<file path="src/rtl/plot_sink.sv">
// rtl/plot_sink.sv - clipping pixel sink with FIFO buffering toward a framebuffer write port
//
// Purpose:
//   Samples a drawer's pixel stream every clock, discards off-screen pixels,
//   converts (x,y) to a linear framebuffer address, buffers accepted pixels and
//   drains them through a registered valid/ready write port. Tracks the
//   drawer's done level and reports when every accepted pixel has been written.
//
// Ports:
//   clk, rst                 clock (rising edge), synchronous active-high reset
//   vga_x/vga_y/vga_colour   pixel from drawer
//   vga_plot                 pixel valid, no backpressure toward the drawer
//   src_done                 drawer finished (level)
//   fb_addr/fb_colour/fb_we  framebuffer write request (registered)
//   fb_ready                 framebuffer accepts when fb_we && fb_ready
//   full                     FIFO holds DEPTH entries
//   busy                     work buffered, pending or drawer active
//   flush_done               all accepted pixels written after src_done
//   clip_count/drop_count    saturating event counters

module plot_sink #(
    parameter int WIDTH  = 160,
    parameter int HEIGHT = 120,
    parameter int DEPTH  = 16,
    parameter int ADDR_W = 15
) (
    input  logic              clk,
    input  logic              rst,
    input  logic [7:0]        vga_x,
    input  logic [6:0]        vga_y,
    input  logic [2:0]        vga_colour,
    input  logic              vga_plot,
    input  logic              src_done,
    output logic [ADDR_W-1:0] fb_addr,
    output logic [2:0]        fb_colour,
    output logic              fb_we,
    input  logic              fb_ready,
    output logic              full,
    output logic              busy,
    output logic              flush_done,
    output logic [15:0]       clip_count,
    output logic [15:0]       drop_count
);

    localparam int PTR_W   = $clog2(DEPTH);
    localparam int CNT_W   = PTR_W + 1;
    localparam int ENTRY_W = ADDR_W + 3;

    localparam logic [8:0]       X_LIM    = 9'(WIDTH);
    localparam logic [7:0]       Y_LIM    = 8'(HEIGHT);
    localparam logic [CNT_W-1:0] CNT_FULL = CNT_W'(DEPTH);

    typedef enum logic [1:0] {
        S_IDLE,
        S_ACTIVE,
        S_DRAIN,
        S_DONE
    } state_t;

    state_t state_q, state_d;

    logic [ENTRY_W-1:0] mem_q [DEPTH];
    logic [PTR_W-1:0]   wr_ptr_q, rd_ptr_q;
    logic [CNT_W-1:0]   count_q;

    logic [ADDR_W-1:0]  fb_addr_q;
    logic [2:0]         fb_colour_q;
    logic               fb_we_q;

    logic [15:0]        clip_q, drop_q;

    logic               in_range;
    logic [ADDR_W-1:0]  addr_calc;
    logic               hs;
    logic               pop;
    logic               push;
    logic               clip_evt;
    logic               drop_evt;
    logic [ENTRY_W-1:0] head;

    assign in_range  = ({1'b0, vga_x} < X_LIM) && ({1'b0, vga_y} < Y_LIM);

    // y*160 + x as two shifts and adds
    assign addr_calc = ADDR_W'({vga_y, 7'b0}) + ADDR_W'({vga_y, 5'b0}) + ADDR_W'(vga_x);

    assign hs   = fb_we_q && fb_ready;
    // Refill the output register whenever it is empty or emptying this edge
    assign pop  = (count_q != '0) && (!fb_we_q || hs);
    // A full FIFO still accepts if its head leaves on the same edge
    assign push = vga_plot && in_range && ((count_q != CNT_FULL) || pop);

    assign clip_evt = vga_plot && !in_range;
    assign drop_evt = vga_plot && in_range && !push;

    assign head = mem_q[rd_ptr_q];

    // Storage array is not reset; only the pointers and count define content
    always_ff @(posedge clk) begin
        if (push && !rst) begin
            mem_q[wr_ptr_q] <= {addr_calc, vga_colour};
        end
    end

    always_ff @(posedge clk) begin
        if (rst) begin
            wr_ptr_q <= '0;
            rd_ptr_q <= '0;
            count_q  <= '0;
        end else begin
            if (push) begin
                wr_ptr_q <= wr_ptr_q + 1'b1;
            end
            if (pop) begin
                rd_ptr_q <= rd_ptr_q + 1'b1;
            end
            case ({push, pop})
                2'b10:   count_q <= count_q + 1'b1;
                2'b01:   count_q <= count_q - 1'b1;
                default: count_q <= count_q;
            endcase
        end
    end

    always_ff @(posedge clk) begin
        if (rst) begin
            fb_addr_q   <= '0;
            fb_colour_q <= '0;
            fb_we_q     <= 1'b0;
        end else if (pop) begin
            fb_addr_q   <= head[ENTRY_W-1:3];
            fb_colour_q <= head[2:0];
            fb_we_q     <= 1'b1;
        end else if (hs) begin
            fb_we_q     <= 1'b0;
        end
    end

    always_ff @(posedge clk) begin
        if (rst) begin
            clip_q <= '0;
            drop_q <= '0;
        end else begin
            if (clip_evt && (clip_q != 16'hFFFF)) begin
                clip_q <= clip_q + 16'd1;
            end
            if (drop_evt && (drop_q != 16'hFFFF)) begin
                drop_q <= drop_q + 16'd1;
            end
        end
    end

    always_ff @(posedge clk) begin
        if (rst) begin
            state_q <= S_IDLE;
        end else begin
            state_q <= state_d;
        end
    end

    always_comb begin
        state_d = state_q;
        case (state_q)
            S_IDLE: begin
                if (src_done) begin
                    state_d = S_DRAIN;
                end else if (vga_plot) begin
                    state_d = S_ACTIVE;
                end
            end
            S_ACTIVE: begin
                if (src_done) begin
                    state_d = S_DRAIN;
                end
            end
            S_DRAIN: begin
                // Done only once nothing is buffered, presented or arriving
                if ((count_q == '0) && !fb_we_q && !push) begin
                    state_d = S_DONE;
                end
            end
            S_DONE: begin
                if (push) begin
                    state_d = S_DRAIN;
                end else if (!src_done) begin
                    state_d = S_IDLE;
                end
            end
            default: state_d = S_IDLE;
        endcase
    end

    assign fb_addr    = fb_addr_q;
    assign fb_colour  = fb_colour_q;
    assign fb_we      = fb_we_q;
    assign full       = (count_q == CNT_FULL);
    assign busy       = (count_q != '0) || fb_we_q ||
                        (state_q == S_ACTIVE) || (state_q == S_DRAIN);
    assign flush_done = (state_q == S_DONE);
    assign clip_count = clip_q;
    assign drop_count = drop_q;

endmodule

</file>
<file path="config.mk">
export PLATFORM = sky130hd
export DESIGN_NAME = plot_sink
export DESIGN_NICKNAME = d
export VERILOG_FILES = /design/src/rtl/plot_sink.sv
export SDC_FILE = /design/constraint.sdc
export NUM_CORES = 1
export LEC_CHECK = 0
export ABC_CLOCK_PERIOD_IN_PS = 4400
export BUFFER_PORTS_ARGS = -buffer_cell sky130_fd_sc_hd__buf_2
export CAP_MARGIN = 5
export CELL_PAD_IN_SITES_DETAIL_PLACEMENT = 0
export CELL_PAD_IN_SITES_GLOBAL_PLACEMENT = 2
export CORE_MARGIN = 2
export CORE_UTILIZATION = 46
export CTS_CLUSTER_SIZE = 25
export DETAILED_ROUTE_END_ITERATION = 6
export HOLD_SLACK_MARGIN = 0.03
export PLACE_DENSITY_LB_ADDON = 0.1
export SLEW_MARGIN = 20
export SYNTH_ARGS = -nofsm -noshare
export SYNTH_HDL_FRONTEND = slang
export SYNTH_SLANG_ARGS = --single-unit
</file>
<file path="constraint.sdc">
create_clock -name clk -period 4.4 [get_ports clk]
set_clock_uncertainty 0.15 [all_clocks]
set_input_delay 0 -clock clk [delete_from_list [all_inputs] [get_ports clk]]
set_output_delay 0 -clock clk [all_outputs]
set_load 0.05 [all_outputs]
</file>
==> impl_metrics.tcl <==
set metrics [dict create \
    tns_ns 0 \
    route.detailed.drc 0 \
    worst_ep_arrival_time_ns 3.60 \
    hold_viol 0 \
    diodes 0 \
    irDropWorstVdd_v 0.000460 \
    cts_buffers 38 \
    synth_cell_types 50 \
    rsz0062_at_grt "no" \
    slew_headroom 0.382 \
    syn_to_final_growth_pct 16.1 \
    synth_top_area_cell "edfxtp_1" \
    grt_pass1_vias 8197 \
    fp-row-count 64 \
    cts.reportedPaths.clkPinSlew_ns 0.06 \
    wl_per_cell_um 22.8 \
    status "finished clean" \
    rr_worst_depth 11 \
    overflow 0 \
    grt_pass1_wl_mm 49.2 \
    num_vias 7974 \
    synth_nets 893 \
    insertion_delay_ns 0.53 \
    syn_inst 846 \
    io_pins 77 \
    io_buffers 76 \
    dr.pass1.iters 5 \
    cts_tree "done" \
    slew_violations 0 \
    drt_iter0_markers 653 \
    htreeDepth 2 \
    via_per_inst 5.72 \
    min_path_type "input pin to flop" \
    worstMarginPinSlew_ns 0.921 \
    setup_viol 0 \
    startpoint "count_q[0]$_SDFFE_PP0P_" \
    r2r_slack_ns 1.06 \
    path_class "flop to flop" \
    fmax_mhz 300 \
    seq_area_frac_synth 0.693 \
    core_area_um2 30700 \
    min_delay_path_depth 2 \
    start_kind "flop" \
    synth_edf_count 288 \
    period_share 0.758 \
    synth_top_cells_by_area "edfxtp_1 60%, mux4_2 14%, dfxtp_1 9.2%" \
    grt_max_degree 68 \
    postSynthAreaPerCell_um2 17.0 \
    hp-start "vga_y[0]" \
    routed_wl_mm 31.7 \
    clock-root-buffer "clkbuf_16" \
    place.gp.congestion 0.816 \
    track_usage 0.199 \
    yosysWarningCount 0 \
    power_leakage_nw 5.58 \
    r2r_start "count_q[0]$_SDFFE_PP0P_" \
    start_util 0.469 \
    synth_seq_cells 354 \
    finalNonFillerCells 1394 \
    r2r_end "count_q[4]$_SDFFE_PP0P_" \
    endpoint_kind "flop" \
    die_w_um 181 \
    cts_resized 0 \
    dp_hpwl_mm 19.5 \
    die_h_um 181 \
    drive_gt1_frac 0.283 \
    post-route-min-period_ns 3.34 \
    synth.top_cell.area_share 0.601 \
    critPathMaxFanout 21 \
    async_flop_share 0 \
    clock_path_buffers 3 \
    die-area_um2 32700 \
    whs_endpoint "mem_q[10][8]$_DFFE_PP_" \
    fin_nets 1015 \
    synth_flop_cell "edfxtp_1" \
    maxCapViolations 0 \
    synth.cell_area_um2 14400 \
    numClockSinks 354 \
    antenna_found_initial 0 \
    required_ns 4.66 \
    ant_nets 0 \
    pwr_density_cell_nw_per_um2 553 \
    post-place-cells 1310 \
]
cell usage after synthesis (2+ instances only):
library cell	instances
or4_1	6
mux2_2	3
or3_1	11
nor3_1	12
o41ai_1	3
nand2b_1	3
nand2_1	64
and3_1	5
a31oi_1	2
nor2_1	55
inv_1	15
a21oi_1	41
a21o_1	2
nand3_1	16
nand4b_1	2
and4_1	7
o21ai_0	18
mux4_2	90
dfxtp_1	66
clkbuf_1	28
o211ai_1	5
and2_1	2
o31ai_1	2
ha_1	22
a2111oi_0	5
nor2b_1	2
nand4_1	8
buf_2	8
fa_1	2
edfxtp_1	288
nor4_1	2
xor2_1	15
mux2i_1	2
xnor2_1	18
worst max-delay path by stage:
stage	to	slack (ns)	cells past startpoint
CTS	count_q[4]$_SDFFE_PP0P_	1.10	11
finish	count_q[4]$_SDFFE_PP0P_	1.06	11
global placement	mem_q[2][14]$_DFFE_PP_	1.06	7
global route	count_q[4]$_SDFFE_PP0P_	0.91	11
detailed placement	mem_q[2][14]$_DFFE_PP_	0.87	7
floorplan	count_q[4]$_SDFFE_PP0P_	1.16	12
state kept, by name (all words and copies together), names as in the netlist:
signal,flops
wr_ptr_q,4
fb_we,1
drop_count,16
mem_q,288
count_q,5
fb_colour,3
rd_ptr_q,4
fb_addr,15
clip_count,16
state_q,2
report_power, final:
part	switching, W	internal (W)	total, W
Sequential	0.000226	0.00384	0.00407
Clock	0.00128	0.00166	0.00295
Combinational	0.00129	0.000935	0.00222
critical path, stage by stage (launching register included):
cell	delay, ns
dfxtp_1	0.38
or4_1	0.66
o21ai_2	0.15
buf_4	0.29
nor2_1	0.13
xor2_1	0.18
ha_1	0.23
or3_1	0.31
a21oi_1	0.21
nand3_1	0.10
and3_1	0.21
o31a_1	0.22
placed cells by master, fill, tap and decap left out, types with 22 or more instances in the layout:
| cell type | instances |
|---|---|
| nor2_1 | 43 |
| buf_4 | 29 |
| mux4_2 | 90 |
| dfxtp_1 | 63 |
| edfxtp_1 | 288 |
| buf_2 | 76 |
| a21oi_1 | 40 |
| ha_1 | 22 |
| nand2_1 | 64 |
| clkbuf_16 | 38 |
kinds of logic (layout without fill, tap and decap cells):
kind of cell | after synthesis | after routing | synth area share
AOI/OAI and AO/OA | 87 | 87 | 0.0365
xor gates and xnor gates | 33 | 33 | 0.0201
adders and majority gates | 24 | 24 | 0.0219
buffers and inverters | 53 | 205 | 0.0150
DFF | 354 | 354 | 0.693
muxes | 95 | 95 | 0.145
and+or+nand+nor | 200 | 200 | 0.0686
final cells by class:
type | count | area, µm²
Fill cell | 2438 | 14000
Sequential cell | 354 | 9980
Multi-Input combinational cell | 439 | 4270
Clock buffer | 45 | 977
Timing Repair Buffer | 120 | 758
Tap cell | 396 | 495
Clock inverter | 25 | 173
Inverter | 15 | 56.3
metal layers:
| layer | global-route usage | vias up | share of wire |
|---|---|---|---|
| li1 | - | 3604 | - |
| met1 | 0.279 | 4107 | 0.44 |
| met2 | 0.329 | 216 | 0.49 |
| met3 | 0.0290 | 47 | 0.046 |
| met4 | 0.0500 | 0 | 0.019 |
| met5 | 0 | - | 0 |
per-stage QoR:
stage | hold slack [ns] | setup slack, ns | total power (W) | cell area, µm² | utilization
6_report | 0.0755 | 1.06 | 0.00923 | 16700 | 0.545
5_1_grt | 0.101 | 0.914 | 0.00967 | 16700 | 0.545
2_1_floorplan | -0.0511 | 1.16 | 0.00571 | 14400 | -
3_5_place_dp | 0.103 | 0.873 | 0.00639 | 15400 | 0.502
4_1_cts | 0.0684 | 1.10 | 0.00936 | 16700 | 0.544
3_3_place_gp | 0.0852 | 1.06 | 0.00635 | 15400 | 0.502
what timing repair did:
action,CTS,global route
hold endpoints to repair,173,0
hold buffers,14,0
buffers inserted,0,0
endpoints found under the setup margin,0,0
(Power assumes the default switching activity.)
